### src/rtl/booth_mult_sequencer.sv
// Issue/collect stage for a sequential Booth multiplier: buffers operand pairs,
// launches one multiply at a time and holds the product until the consumer takes it.
module booth_mult_sequencer #(
    parameter int WIDTH      = 8,
    parameter int FIFO_DEPTH = 4,
    parameter int TIMEOUT    = 32
) (
    input  logic                            clk,
    input  logic                            rst_n,
    input  logic                            in_valid,
    output logic                            in_ready,
    input  logic [WIDTH-1:0]                in_mc,
    input  logic [WIDTH-1:0]                in_mp,
    output logic [WIDTH-1:0]                mul_mc,
    output logic [WIDTH-1:0]                mul_mp,
    output logic                            mul_start,
    input  logic                            mul_busy,
    input  logic [2*WIDTH-1:0]              mul_out,
    output logic                            out_valid,
    input  logic                            out_ready,
    output logic [2*WIDTH-1:0]              out_product,
    output logic                            err,
    output logic [$clog2(FIFO_DEPTH):0]     fifo_level
);

    localparam int PW = $clog2(FIFO_DEPTH);
    localparam int LW = PW + 1;
    localparam int CW = $clog2(TIMEOUT + 1);

    typedef enum logic [2:0] {
        ST_IDLE    = 3'd0,
        ST_ISSUE   = 3'd1,
        ST_ARM     = 3'd2,
        ST_RUN     = 3'd3,
        ST_CAPTURE = 3'd4
    } state_t;

    logic [WIDTH-1:0]   mc_mem_r [FIFO_DEPTH];
    logic [WIDTH-1:0]   mp_mem_r [FIFO_DEPTH];
    logic [PW-1:0]      wr_ptr_r;
    logic [PW-1:0]      rd_ptr_r;
    logic [LW-1:0]      level_r;
    state_t             state_r;
    logic [CW-1:0]      cnt_r;
    logic [WIDTH-1:0]   mul_mc_r;
    logic [WIDTH-1:0]   mul_mp_r;
    logic               mul_start_r;
    logic               out_valid_r;
    logic [2*WIDTH-1:0] out_product_r;
    logic               err_r;

    logic               in_ready_s;
    logic               push_s;
    logic               pop_s;

    // Full refuses pushes even when a pop happens in the same cycle.
    assign in_ready_s = (level_r != LW'(FIFO_DEPTH));
    assign push_s     = in_valid && in_ready_s;
    assign pop_s      = (state_r == ST_IDLE) && (level_r != '0) && !out_valid_r;

    assign in_ready    = in_ready_s;
    assign fifo_level  = level_r;
    assign mul_mc      = mul_mc_r;
    assign mul_mp      = mul_mp_r;
    assign mul_start   = mul_start_r;
    assign out_valid   = out_valid_r;
    assign out_product = out_product_r;
    assign err         = err_r;

    // Operand storage; contents are don't-care until written, so no reset.
    always_ff @(posedge clk) begin
        if (push_s) begin
            mc_mem_r[wr_ptr_r] <= in_mc;
            mp_mem_r[wr_ptr_r] <= in_mp;
        end
    end

    // FIFO pointers and occupancy.
    always_ff @(posedge clk or negedge rst_n) begin
        if (!rst_n) begin
            wr_ptr_r <= '0;
            rd_ptr_r <= '0;
            level_r  <= '0;
        end else begin
            if (push_s) begin
                wr_ptr_r <= wr_ptr_r + PW'(1);
            end
            if (pop_s) begin
                rd_ptr_r <= rd_ptr_r + PW'(1);
            end
            case ({push_s, pop_s})
                2'b10:   level_r <= level_r + LW'(1);
                2'b01:   level_r <= level_r - LW'(1);
                default: level_r <= level_r;
            endcase
        end
    end

    // Issue/collect sequencer with registered multiplier and consumer outputs.
    always_ff @(posedge clk or negedge rst_n) begin
        if (!rst_n) begin
            state_r       <= ST_IDLE;
            cnt_r         <= '0;
            mul_mc_r      <= '0;
            mul_mp_r      <= '0;
            mul_start_r   <= 1'b0;
            out_valid_r   <= 1'b0;
            out_product_r <= '0;
            err_r         <= 1'b0;
        end else begin
            if (out_valid_r && out_ready) begin
                out_valid_r <= 1'b0;
            end
            case (state_r)
                ST_IDLE: begin
                    if (pop_s) begin
                        mul_mc_r    <= mc_mem_r[rd_ptr_r];
                        mul_mp_r    <= mp_mem_r[rd_ptr_r];
                        mul_start_r <= 1'b1;
                        state_r     <= ST_ISSUE;
                    end
                end
                ST_ISSUE: begin
                    mul_start_r <= 1'b0;
                    cnt_r       <= '0;
                    state_r     <= ST_ARM;
                end
                ST_ARM: begin
                    if (mul_busy) begin
                        cnt_r   <= '0;
                        state_r <= ST_RUN;
                    end else if (cnt_r == CW'(TIMEOUT - 1)) begin
                        err_r   <= 1'b1;
                        state_r <= ST_IDLE;
                    end else begin
                        cnt_r <= cnt_r + CW'(1);
                    end
                end
                ST_RUN: begin
                    if (!mul_busy) begin
                        state_r <= ST_CAPTURE;
                    end else if (cnt_r == CW'(TIMEOUT - 1)) begin
                        err_r   <= 1'b1;
                        state_r <= ST_IDLE;
                    end else begin
                        cnt_r <= cnt_r + CW'(1);
                    end
                end
                ST_CAPTURE: begin
                    out_product_r <= mul_out;
                    out_valid_r   <= 1'b1;
                    state_r       <= ST_IDLE;
                end
                default: begin
                    mul_start_r <= 1'b0;
                    state_r     <= ST_IDLE;
                end
            endcase
        end
    end

endmodule

### config.mk
export PLATFORM = sky130hd
export DESIGN_NAME = booth_mult_sequencer
export DESIGN_NICKNAME = d
export VERILOG_FILES = /design/src/rtl/booth_mult_sequencer.sv
export SDC_FILE = /design/constraint.sdc
export NUM_CORES = 1
export LEC_CHECK = 0
export ABC_AREA = 1
export CORE_MARGIN = 8
export CORE_UTILIZATION = 35
export DETAILED_ROUTE_END_ITERATION = 16
export DONT_BUFFER_PORTS = 1
export GPL_TIMING_DRIVEN = 0
export HOLD_SLACK_MARGIN = 0.15
export PLACE_DENSITY = 0.6
export SYNTH_ARGS = -nofsm -noshare
export SYNTH_HDL_FRONTEND = slang
export SYNTH_SLANG_ARGS = --single-unit
### constraint.sdc
create_clock -name clk -period 3.8 [get_ports clk]
set_input_delay 0.76 -clock clk [delete_from_list [all_inputs] [get_ports clk]]
set_output_delay 0.76 -clock clk [all_outputs]
set_load 0.02 [all_outputs]
Word level (Yosys, flattened, before mapping)
Memories as Yosys holds them, arrays and structs flattened. A register that Yosys moved wholly into a read port is not among the register bits.
Index checks and enable logic that the tools add are counted.
{"block": "op_classes", "n_reduce_logical": 18, "n_eq_ne": 11, "addsub": 5, "n_bitwise": 1, "muxes": 20}
{"cell": "6-bit 2-to-1 mux", "count": 3}
{"cell": "6-bit case mux with 3 select lines", "count": 1}
{"cell": "3-bit 2-to-1 mux", "count": 4}
{"cell": "3-bit case mux with 4 select lines", "count": 1}
{"cell": "1-bit 2-to-1 mux", "count": 8}
{"cell": "6-bit by 1-bit adder with 6-bit output (second input constant)", "count": 1}
{"cell": "3-bit by 2-bit equality test with 1-bit output (second input constant)", "count": 2}
{"cell": "6-bit by 5-bit equality test with 1-bit output (second input constant)", "count": 1}
{"cell": "2-bit inequality test (second input constant)", "count": 3}
{"cell": "3-bit case mux with 2 select lines", "count": 1}
{"cell": "2-bit AND reduction", "count": 3}
{"cell": "2-bit nonzero test", "count": 3}
{"cell": "3-bit nonzero test", "count": 2}
{"cell": "2-bit by 1-bit adder with 2-bit output (second input constant)", "count": 2}
{"cell": "1-bit logical AND", "count": 4}
{"cell": "1-bit case mux with 2 select lines", "count": 2}
{"cell": "3-bit by 1-bit adder with 3-bit output (second input constant)", "count": 1}
{"cell": "3-bit by 1-bit equality test with 1-bit output (second input constant)", "count": 1}
{"cell": "3-bit equality test (second input constant)", "count": 1}
{"cell": "1-bit logical NOT", "count": 3}
{"cell": "3-bit logical NOT", "count": 1}
{"cell": "3-bit inequality test (second input constant)", "count": 1}
{"cell": "3-bit AND reduction", "count": 1}
{"cell": "3-bit OR reduction", "count": 1}
{"cell": "4 further kinds", "count": 4}
{"block": "totals", "ff_bits": 35, "ram_bits": 64, "memories": 2}
{"memory": "mc_mem_r", "depth": 4, "word_bits": 8, "read_ports": 1, "rd_clocked_by_memory_dff": 1, "wr": 1, "line": "38", "source": "logic [WIDTH-1:0] mc_mem_r [FIFO_DEPTH];"}
{"memory": "mp_mem_r", "depth": 4, "word_bits": 8, "read_ports": 1, "rd_clocked_by_memory_dff": 1, "wr": 1, "line": "39", "source": "logic [WIDTH-1:0] mp_mem_r [FIFO_DEPTH];"}

Logic depth before layout (Yosys ltp)
Gate-level depths: netlist of the first run.
{"block": "depth", "word_depth": 5, "ltp_mapped": 12}

Least setup slack after synthesis of the first run
Ideal clock, no wire load.
{"block": "synth_path", "path_kind": "reg2reg", "from": "register level_r[0], in the netlist fifo_level[0]", "to": "register level_r[2], in the netlist fifo_level[2]", "required_time_ps": 3669, "slack_ps": 1641, "path_stages_with_launch": 10, "n_path_buf": 0, "arrival_ps": 2028, "cell_sequence": "dfrtp_1 -> inv_1 -> nand3_1 -> nand2_1 -> ha_1 -> inv_1 -> fa_1 -> a21oi_1 -> o21ai_0 -> xor2_1"}
{"block": "synth_via", "elab_cells_between_ends": 11, "classes_between": "add/sub: 2; eq/ne: 3; mux: 1; reduce/logical: 5"}
{"element": "from (decl)", "line": "42", "source": "logic [LW-1:0] level_r;"}
{"element": "from (signal assigned)", "line": "92", "source": "2'b10: level_r <= level_r + LW'(1);"}
{"element": "from (signal assigned)", "line": "93", "source": "2'b01: level_r <= level_r - LW'(1);"}
{"element": "from (signal assigned)", "line": "94", "source": "default: level_r <= level_r;"}
{"element": "3-bit inequality test (*)", "line": "57", "source": "assign in_ready_s = (level_r != LW'(FIFO_DEPTH));"}
{"element": "named net in_ready", "line": "11", "source": "output logic in_ready,"}
{"element": "1-bit logical AND (*)", "line": "58", "source": "assign push_s = in_valid && in_ready_s;"}
{"element": "2-bit by 1-bit equality test with 1-bit output / 2-bit equality test (equally long branches)", "line": "91", "source": "case ({push_s, pop_s})"}
{"element": "3-bit case mux with 2 select lines / 2-bit nonzero test (equally long branches)"}
The timed path passes the listed nets; every way through them passes the cells marked *.
A chain may end at the register's enable or synchronous reset.

Final worst setup path of the first run
Same ends and word-level chain as after synthesis.

==> impl_metrics.tcl, run 1 <==
set metrics [dict create \
    status "finished clean" \
    critPathLaunchType "register" \
    slew_viol_final 0 \
    post-route-period-util_pct 63.3 \
    antennaDiodeCount 0 \
    register_area_um2 3200 \
    crit_fanout 8 \
    synth-seq-cells 115 \
    crit_start "fifo_level[0]" \
    cp-endpoint "fifo_level[2]" \
    p_sw_share_pct 37.4 \
    max_stage_delay_ns 0.47 \
    ys.flop_type "edfxtp_1" \
    path_clk_slew_ns 0.05 \
    dp_slack_ns 1.38 \
    setup_ws_ns 1.40 \
    n_fill_cell 1262 \
    drt-vias-per-instance 4.74 \
    cts_tree "done" \
    gp_congestion 0.778 \
    die_y_um 132 \
    internal-power_w 0.00327 \
    layout_min_cycle_time_ns 2.40 \
    critical_path.slowest_cell "dfrtp_1" \
    cp.required_ns 4.09 \
    wire_per_inst_um 16.4 \
    grt_pass1_wl_um 17400 \
    grt_max_degree 52 \
    yosys.cell_types.count 28 \
    yosys.area.top_type_share_pct 40.7 \
    synth_common_cells "133 x nand2_1, 65 x nor2_1, 64 x edfxtp_1" \
    pwr-share-clk_pct 30.8 \
    pwr-share-comb_pct 27.2 \
    cts_buffers 17 \
    reg2reg_depth 9 \
    hp-class "in -> async" \
    firstDrtPassIters 4 \
    setup_violations 0 \
    multi_input_area_um2 1340 \
    crit_type "reg -> reg" \
    synth_largest_area_cell "edfxtp_1" \
    setup_tns_ns 0 \
    power_frac_seq_pct 42.1 \
    synth.yosys.seq_area_share_pct 67.7 \
    drt-initial-drc-count 178 \
    power.total_w 0.00522 \
    start_util_pct 35.8 \
    cp_cell_sequence "inv_1 -> nand3_1 -> nand2_1 -> ha_1 -> inv_1 -> fa_1 -> a21oi_1 -> o21ai_0 -> xor2_1" \
    cts.path.max_buffers 2 \
    netlist_top_cells_area "edfxtp_1 41%, dfrtp_1 27%, nand2_1 11%, o21ai_0 5.6%, nor2_1 5.2%" \
    grt_setup_unrepaired "false" \
    grt_pass1_vias 3196 \
    switching_power_w 0.00195 \
    die-area_um2 17500 \
    synth_area_um2 4720 \
    nNetsFinal 517 \
    rr_endpoint "fifo_level[2]" \
    tightest_slew_ns 0.908 \
    final-hold-violation-count 0 \
    drive_above_1_share_pct 12.1 \
    antenna_found_initial 0 \
    ir_drop_v 0.000396 \
    cts_sinks 115 \
    drv_cap 0 \
    power_density_nw_per_um2 930 \
    fp-row-count 42 \
    timing.rr.start "fifo_level[0]" \
    synthMostInstantiatedCell "nand2_1" \
    synthCells 450 \
    antenna_left 0 \
    grt.total_usage_pct 13.0 \
    synth-edff-count 64 \
    syn-num-nets 494 \
    area_delta_synth_final_pct 19.0 \
    cpMostUsedCell "inv_1" \
    totalWireLength_um 10900 \
    clock_skew_ns 0.00627 \
    arrival_ns 2.69 \
    syn_avg_cell_area_um2 10.5 \
    port_buffers 0 \
    route.detailed.drc 0 \
    htreeDepth 4 \
    p_leak_nw 2.36 \
    hpwlAfterDp_um 7370 \
    coreArea_um2 13200 \
    relSlewSlack_pct 39.4 \
    max_freq_mhz 416 \
    synthArstFlopShare_pct 44.3 \
    num_io_pins 76 \
    yosysWarnings 0 \
    clkLatencyLatePin_ns 0.41 \
    die_w_um 132 \
    cts_root_buffer "clkbuf_16" \
    end_kind "register" \
    via_count 3141 \
    r2r_slack_ns 1.40 \
    overflow 0 \
]
-- state kept, by name (all words and copies together) (netlist names) --
signal / cells
mul_start: 1
mc_mem_r: 32
err: 1
fifo_level: 3
cnt_r: 6
wr_ptr_r: 2
mul_mc: 8
state_r: 3
mul_mp: 8
out_product: 16
out_valid: 1
rd_ptr_r: 2
mp_mem_r: 32
-- power groups by stage --
stage / Combinational (W) / Clock [W] / Sequential [W]
after detailed placement: 0.00143 / 0 / 0.00223
after floorplan: 0.00102 / 0 / 0.00214
final: 0.00142 / 0.00161 / 0.00220
after CTS: 0.00145 / 0.00164 / 0.00221
after global routing: 0.00165 / 0.00170 / 0.00224
after global placement: 0.00134 / 0 / 0.00222
-- critical path: cells and delay by family, from the launching register on --
| family | cells | cell delay (ns) |
|---|---|---|
| compound gates | 2 | 0.25 |
| xor+xnor | 1 | 0.15 |
| fa+ha+maj | 2 | 0.57 |
| buf+inv | 2 | 0.22 |
| flops | 1 | 0.47 |
| simple gates | 2 | 0.61 |
-- area by class of cell --
| cell class | count | share of cell area, % |
|---|---|---|
| timing repair buffer | 4 | 1.22 |
| multi-input combinational | 290 | 23.8 |
| clock buffer | 19 | 7.71 |
| clock inverter | 13 | 2.94 |
| sequential | 115 | 56.9 |
| tap | 176 | 3.92 |
| inverter | 30 | 2.00 |
| buffer | 15 | 1.51 |
-- what timing repair did --
item                                   in CTS  in global routing
hold buffers                                1                  0
setup buffers                               0                  0
endpoints found under the hold margin      51                  0
resized for setup                           0                  0
-- cells in the final DEF (no fill, tap or decap) --
master,count
a21boi_1,1
a21oi_1,4
a31oi_1,1
buf_16,1
buf_2,6
buf_4,1
buf_6,3
buf_8,2
bufinv_16,4
clkbuf_1,6
clkbuf_16,17
clkbuf_2,2
clkinv_1,4
clkinv_2,3
clkinvlp_4,2
dfrtp_1,51
edfxtp_1,64
fa_1,1
ha_1,6
inv_1,24
inv_2,6
nand2_1,133
nand2_2,1
nand2_4,1
nand3_1,9
nand3_2,2
nor2_1,61
nor2_2,5
nor2_4,3
o21a_1,1
o21ai_0,53
o21ai_1,3
o21bai_1,1
xnor2_1,1
xor2_1,3
-- metrics by stage --
stage | util [%] | instance area (um2) | std cells | hold slack, ns
2_1_floorplan | - | 4720 | 450 | 0.464
3_3_place_gp | 37.5 | 4940 | 626 | 0.466
3_5_place_dp | 37.8 | 4990 | 629 | 0.466
4_1_cts | 42.6 | 5620 | 662 | 0.207
5_1_grt | 42.6 | 5620 | 662 | 0.209
6_report | 42.6 | 5620 | 662 | 0.200
-- how the worst min path moves through the flow --
stage	endpoint	cells after the start
floorplan	cnt_r[0]	0
global placement	cnt_r[4]	0
detailed placement	cnt_r[4]	0
CTS	fifo_level[2]	1
global route	cnt_r[3]	1
finish	cnt_r[4]	1
-- cell families after synthesis --
logic type | synth area share (%)
and+or+nand+nor | 18.3
xor gates and xnor gates | 0.742
buffers and inverters | 4.19
DFF | 67.7
AOI/OAI and AO/OA | 6.97
adders and majority gates | 2.01
-- per-layer routing --
metal	share of wire, %	track usage [%]	vias up
li1	-	-	1521
met1	40	14.6	1493
met2	48	20.1	110
met3	10	6.40	17
met4	1.7	6.38	0
met5	0	0	-
No activity file was read; power rests on OpenSTA's default activity.
==> run 2, diff against run 1 <==
--- a/config.mk
+++ b/config.mk
@@ -12,7 +12,7 @@
 export DONT_BUFFER_PORTS = 1
 export GPL_TIMING_DRIVEN = 0
 export HOLD_SLACK_MARGIN = 0.15
-export PLACE_DENSITY = 0.6
+export PLACE_DENSITY = 0.62
 export SYNTH_ARGS = -nofsm -noshare
 export SYNTH_HDL_FRONTEND = slang
 export SYNTH_SLANG_ARGS = --single-unit
==> constraint.sdc (replaced) <==
create_clock -name clk -period 2 [get_ports clk]
set_input_delay 0.4 -clock clk [delete_from_list [all_inputs] [get_ports clk]]
set_output_delay 0.4 -clock clk [all_outputs]
set_load 0.02 [all_outputs]
==> run 2 against run 1 <==
Net effect:
- cell count rose by 6.6%
- routed wire length rose by 0.75%
- die area did not move
- clock power rose by 70%
- sequential power rose by 91%
- setup slack got worse by 1.3 ns
- combinational power rose by 110%
- design area rose by 7.2%
- global-route usage rose by 0.18 points
- clock skew rose by 0.0048 ns
- hold slack improved by 0.0084 ns
- sequential share of layout area fell by 3.8 points
- critical path type unchanged
- largest power group unchanged
==> impl_metrics.tcl, run 2 (same netlist as run 1, synthesis figures left out) <==
set metrics [dict create \
    drt-vias-per-instance 4.63 \
    hpwlAfterDp_um 7200 \
    drv_cap 0 \
    grt_pass1_vias 3424 \
    grt_pass1_wl_um 17900 \
    drt-initial-drc-count 212 \
    cts_tree "done" \
    nNetsFinal 561 \
    cts_root_buffer "clkbuf_16" \
    layout_common_cells "132 x nand2_1, 64 x edfxtp_1, 61 x nor2_1" \
    die_w_um 132 \
    clock_skew_ns 0.0110 \
    ir_drop_v 0.000954 \
    end_kind "register" \
    via_count 3268 \
    coreArea_um2 13200 \
    cp_cell_sequence "inv_2 -> nand2_4 -> nor2_4 -> nand3_4 -> inv_8 -> ha_1 -> inv_1 -> fa_2 -> a21oi_1 -> o21ai_1 -> xor2_1" \
    layout_commonest_cell "nand2_1" \
    path_clk_slew_ns 0.05 \
    drive_above_1_share_pct 14.9 \
    power_density_nw_per_um2 1650 \
    gp_congestion 0.776 \
    setup_ws_ns 0.121 \
    critical_path.slowest_cell "dfrtp_1" \
    totalWireLength_um 10900 \
    port_buffers 0 \
    layoutNonFillerInstCount 706 \
    fin_area_um2 6020 \
    clkLatencyLatePin_ns 0.41 \
    firstDrtPassIters 4 \
    placedCellCount 629 \
    cp.required_ns 2.28 \
    die-area_um2 17500 \
    layout_min_cycle_time_ns 1.88 \
    crit_type "reg -> reg" \
    dpl_cell_area_um2 5010 \
    antennaDiodeCount 0 \
    start_util_pct 35.8 \
    relSlewSlack_pct 38.1 \
    die_y_um 132 \
    fp-row-count 42 \
    critPathLaunchType "register" \
    grt_max_degree 52 \
    htreeDepth 4 \
    cts.path.max_buffers 2 \
    grt.total_usage_pct 13.2 \
    area_delta_synth_final_pct 27.6 \
    post-route-period-util_pct 93.9 \
    slew_viol_final 0 \
    wire_per_inst_um 15.5 \
    hp-class "in -> reg" \
    final-hold-violation-count 0 \
    antenna_found_initial 0 \
    arrival_ns 2.16 \
    status "finished clean" \
    dp_slack_ns -0.210 \
    antenna_left 0 \
    p_leak_nw 2.53 \
    cts_sinks 115 \
    route.detailed.drc 0 \
    setup_tns_ns 0 \
    num_io_pins 76 \
    overflow 0 \
    cts_buffers 17 \
    max_stage_delay_ns 0.39 \
    tightest_slew_ns 0.927 \
    max_freq_mhz 532 \
    crit_fanout 5 \
    setup_violations 0 \
]
==> run 2: cell types whose count changed in the layout (fill, tap and decap cells not counted), sizes merged <==
cell         delta
buf             +8
bufinv          -3
clkbuf          +2
clkinv          +1
dlygate4sd3    +35
inv             +1
==> run 2: layout make-up <==
type	instances	area, um2
fill	1187	7170
sequential	115	3200
multi-input combinational	290	1370
timing repair buffer	48	487
clock buffer	21	450
tap	176	220
inverter	30	120
clock inverter	11	90.1
buffer	14	77.6
timing repair inverter	1	6.26
==> run 2: final timing paths <==
kind,slack (ns),end,start,cells after the start
setup / recovery,0.12,fifo_level[2],state_r[0],11
hold / removal,0.21,state_r[1],mul_busy,2
setup reg to reg,0.12,fifo_level[2],state_r[0],11
hold reg to reg,0.55,cnt_r[3],cnt_r[3],2
max in group asynchronous,1.24,fifo_level[0],rst_n,2
min in group asynchronous,0.52,cnt_r[5],rst_n,2
==> run 2: what timing repair did <==
item | 4_1_cts | 5_1_grt
resized for setup | 7 | 3
cloned | 0 | 1
hold endpoints to repair | 133 | 0
pin swaps | 2 | 1
setup buffers | 5 | 4
endpoints found under the setup margin | 18 | 10
hold buffers | 36 | 0
==> run 2: layer usage <==
| metal | vias up | part of all wire (%) | routed length, um | track usage (%) |
|---|---|---|---|---|
| met4 | 0 | 1.7 | 182 | 5.49 |
| met3 | 15 | 8.2 | 899 | 6.21 |
| met2 | 108 | 48 | 5240 | 20.8 |
| met5 | - | 0 | 0 | 0 |
| met1 | 1538 | 42 | 4620 | 15.1 |
| li1 | 1607 | - | - | - |
==> run 2: power breakdown <==
part,total [W],internal [W],switching (W),leakage (nW)
combinational,0.00299,0.00107,0.00192,1.06
sequential,0.00420,0.00328,0.000918,1.21
clock,0.00273,0.00172,0.00101,0.262
total,0.00991,0.00607,0.00384,2.53
==> run 2: through the flow <==
stage / power, W / hold WS (ns) / utilization, %
2_1_floorplan: 0.00604 / 0.104 / -
3_5_place_dp: 0.00696 / 0.106 / 38.0
5_1_grt: 0.0106 / 0.184 / 45.7
4_1_cts: 0.00991 / 0.179 / 45.3
6_report: 0.00991 / 0.208 / 45.7
3_3_place_gp: 0.00679 / 0.106 / 37.6
==> run 2: worst max-delay path, delay by kind of cell, from the launching register on <==
kind	cells	cell delay, ns
xor+xnor	1	0.14
buf+inv	3	0.23
fa+ha+maj	2	0.47
flops	1	0.39
compound gates	2	0.22
simple gates	3	0.30
==> run 3, diff against run 2 <==
--- a/config.mk
+++ b/config.mk
@@ -12,7 +12,7 @@
 export DONT_BUFFER_PORTS = 1
 export GPL_TIMING_DRIVEN = 0
 export HOLD_SLACK_MARGIN = 0.15
-export PLACE_DENSITY = 0.62
+export PLACE_DENSITY = 0.6
 export SYNTH_ARGS = -nofsm -noshare
 export SYNTH_HDL_FRONTEND = slang
 export SYNTH_SLANG_ARGS = --single-unit
==> constraint.sdc (replaced) <==
create_clock -name clk -period 2.4 [get_ports clk]
set_input_delay 0.48 -clock clk [delete_from_list [all_inputs] [get_ports clk]]
set_output_delay 0.48 -clock clk [all_outputs]
set_load 0.02 [all_outputs]
==> run 3 against run 2 <==
Net effect:
- die area unchanged
- hold slack worse by 0.032 ns
- setup slack improved by 0.050 ns
- critical path depth is 2 lower
- sequential share of layout area up 1.9 points
- largest cell class unchanged
==> impl_metrics.tcl, run 3 (same netlist as run 1, synthesis figures left out) <==
set metrics [dict create \
    status "finished clean" \
    port_buffers 0 \
    cts_root_buffer "clkbuf_16" \
    register_area_um2 3200 \
    ir_drop_v 0.000629 \
    final-hold-violation-count 0 \
    layout_common_cells "132 x nand2_1, 64 x edfxtp_1, 61 x nor2_1" \
    placedCellCount 629 \
    die_w_um 132 \
    cp.buffers_inverters 2 \
    crit_type "reg -> reg" \
    drive_above_1_share_pct 12.3 \
    clock_skew_ns 0.00688 \
    crit_fanout 8 \
    relSlewSlack_pct 38.8 \
    antenna_found_initial 0 \
    drt-initial-drc-count 208 \
    layout_commonest_cell "nand2_1" \
    grt_pass1_wl_um 17800 \
    setup_violations 0 \
    fp-row-count 42 \
    hp-class "in -> reg" \
    n_fill_cell 1248 \
    firstDrtPassIters 4 \
    tightest_slew_ns 0.917 \
    max_stage_delay_ns 0.46 \
    gp_congestion 0.778 \
    multi_input_area_um2 1340 \
    path_clk_slew_ns 0.05 \
    post-route-period-util_pct 92.9 \
    end_kind "register" \
    grt_max_degree 52 \
    path_delay_family "adder cells" \
    htreeDepth 4 \
    antennaDiodeCount 0 \
    grt.total_usage_pct 13.2 \
    totalWireLength_um 11000 \
    setup_ws_ns 0.171 \
    critPathLaunchType "register" \
    drv_cap 0 \
    nNetsFinal 535 \
    cts.path.max_buffers 2 \
    max_freq_mhz 449 \
    overflow 0 \
    via_count 3217 \
    slew_viol_final 0 \
    layout_min_cycle_time_ns 2.23 \
    drt-vias-per-instance 4.73 \
    dp_slack_ns -0.0198 \
    cts_sinks 115 \
    antenna_left 0 \
    num_io_pins 76 \
    hpwlAfterDp_um 7370 \
    die-area_um2 17500 \
    die_y_um 132 \
    cts_tree "done" \
    grt_setup_unrepaired "false" \
    p_leak_nw 2.44 \
    area_delta_synth_final_pct 23.2 \
    coreArea_um2 13200 \
    final_core_util_pct 44.1 \
    clkLatencyLatePin_ns 0.41 \
    cp_cell_sequence "inv_1 -> nand3_1 -> nand2_4 -> ha_1 -> inv_1 -> fa_1 -> a21oi_1 -> o21ai_0 -> xor2_1" \
    cts_buffers 17 \
    route.detailed.drc 0 \
    power_density_nw_per_um2 1430 \
    cpMostUsedCell "inv_1" \
    layoutNonFillerInstCount 680 \
    grt_pass1_vias 3274 \
    start_util_pct 35.8 \
    cp.required_ns 2.69 \
    wire_per_inst_um 16.1 \
    arrival_ns 2.51 \
    critical_path.slowest_cell "dfrtp_2" \
    hold_ws_ns 0.176 \
]
-- run 3: changes by cell type in the layout (fill, tap and decap cells not counted), sizes merged --
cell / change
inv: -1
clkinv: -1
buf: -9
bufinv: +3
dlygate4sd3: -16
clkbuf: -2
-- run 3: path summary, 6_finish.rpt --
kind                               start            end  slack, ns  depth (start not counted)
min in group asynchronous          rst_n       cnt_r[2]       0.60                          2
max in group asynchronous          rst_n  fifo_level[1]       1.54                          2
hold reg to reg               state_r[1]     state_r[1]       0.55                          1
setup / recovery           fifo_level[0]  fifo_level[2]       0.17                          9
setup reg to reg           fifo_level[0]  fifo_level[2]       0.17                          9
hold / removal                 out_ready      out_valid       0.18                          1
-- run 3: metal layers --
layer,global-route usage (%),vias to the layer above,wire (um)
met3,5.72,20,992
met5,0,-,0
met4,6.38,0,200
met1,15.1,1524,4510
met2,20.8,115,5270
li1,-,1558,-
-- run 3: layout make-up --
type	instances	share of cell area, %
Multi-Input combinational cell	290	23.1
Clock buffer	19	7.45
Timing Repair Buffer	23	4.45
Inverter	30	1.98
Clock inverter	13	2.84
Buffer	14	1.33
Tap cell	176	3.79
Sequential cell	115	55.1
-- run 3: what timing repair did --
action	in CTS	in global routing
hold buffers	18	2
setup endpoints to repair	1	1
gates resized for setup	3	3
cloned	0	0
hold endpoints to repair	109	5
buffers inserted	0	0
-- run 3: report_power, final --
part           total, W  internal [W]  switching [W]
registers       0.00348       0.00273       0.000751
clock network   0.00255       0.00171       0.000838
logic           0.00228      0.000751        0.00153
-- run 3: per-stage QoR --
| stage | area (um2) | TNS, ns | total power [W] |
|---|---|---|---|
| 3_3_place_gp | 4940 | -24.90 | 0.00564 |
| 2_1_floorplan | 4720 | 0 | 0.00501 |
| 4_1_cts | 5790 | 0 | 0.00843 |
| 3_5_place_dp | 4990 | -0.0198 | 0.00579 |
| 6_report | 5810 | 0 | 0.00832 |
| 5_1_grt | 5810 | 0 | 0.00890 |
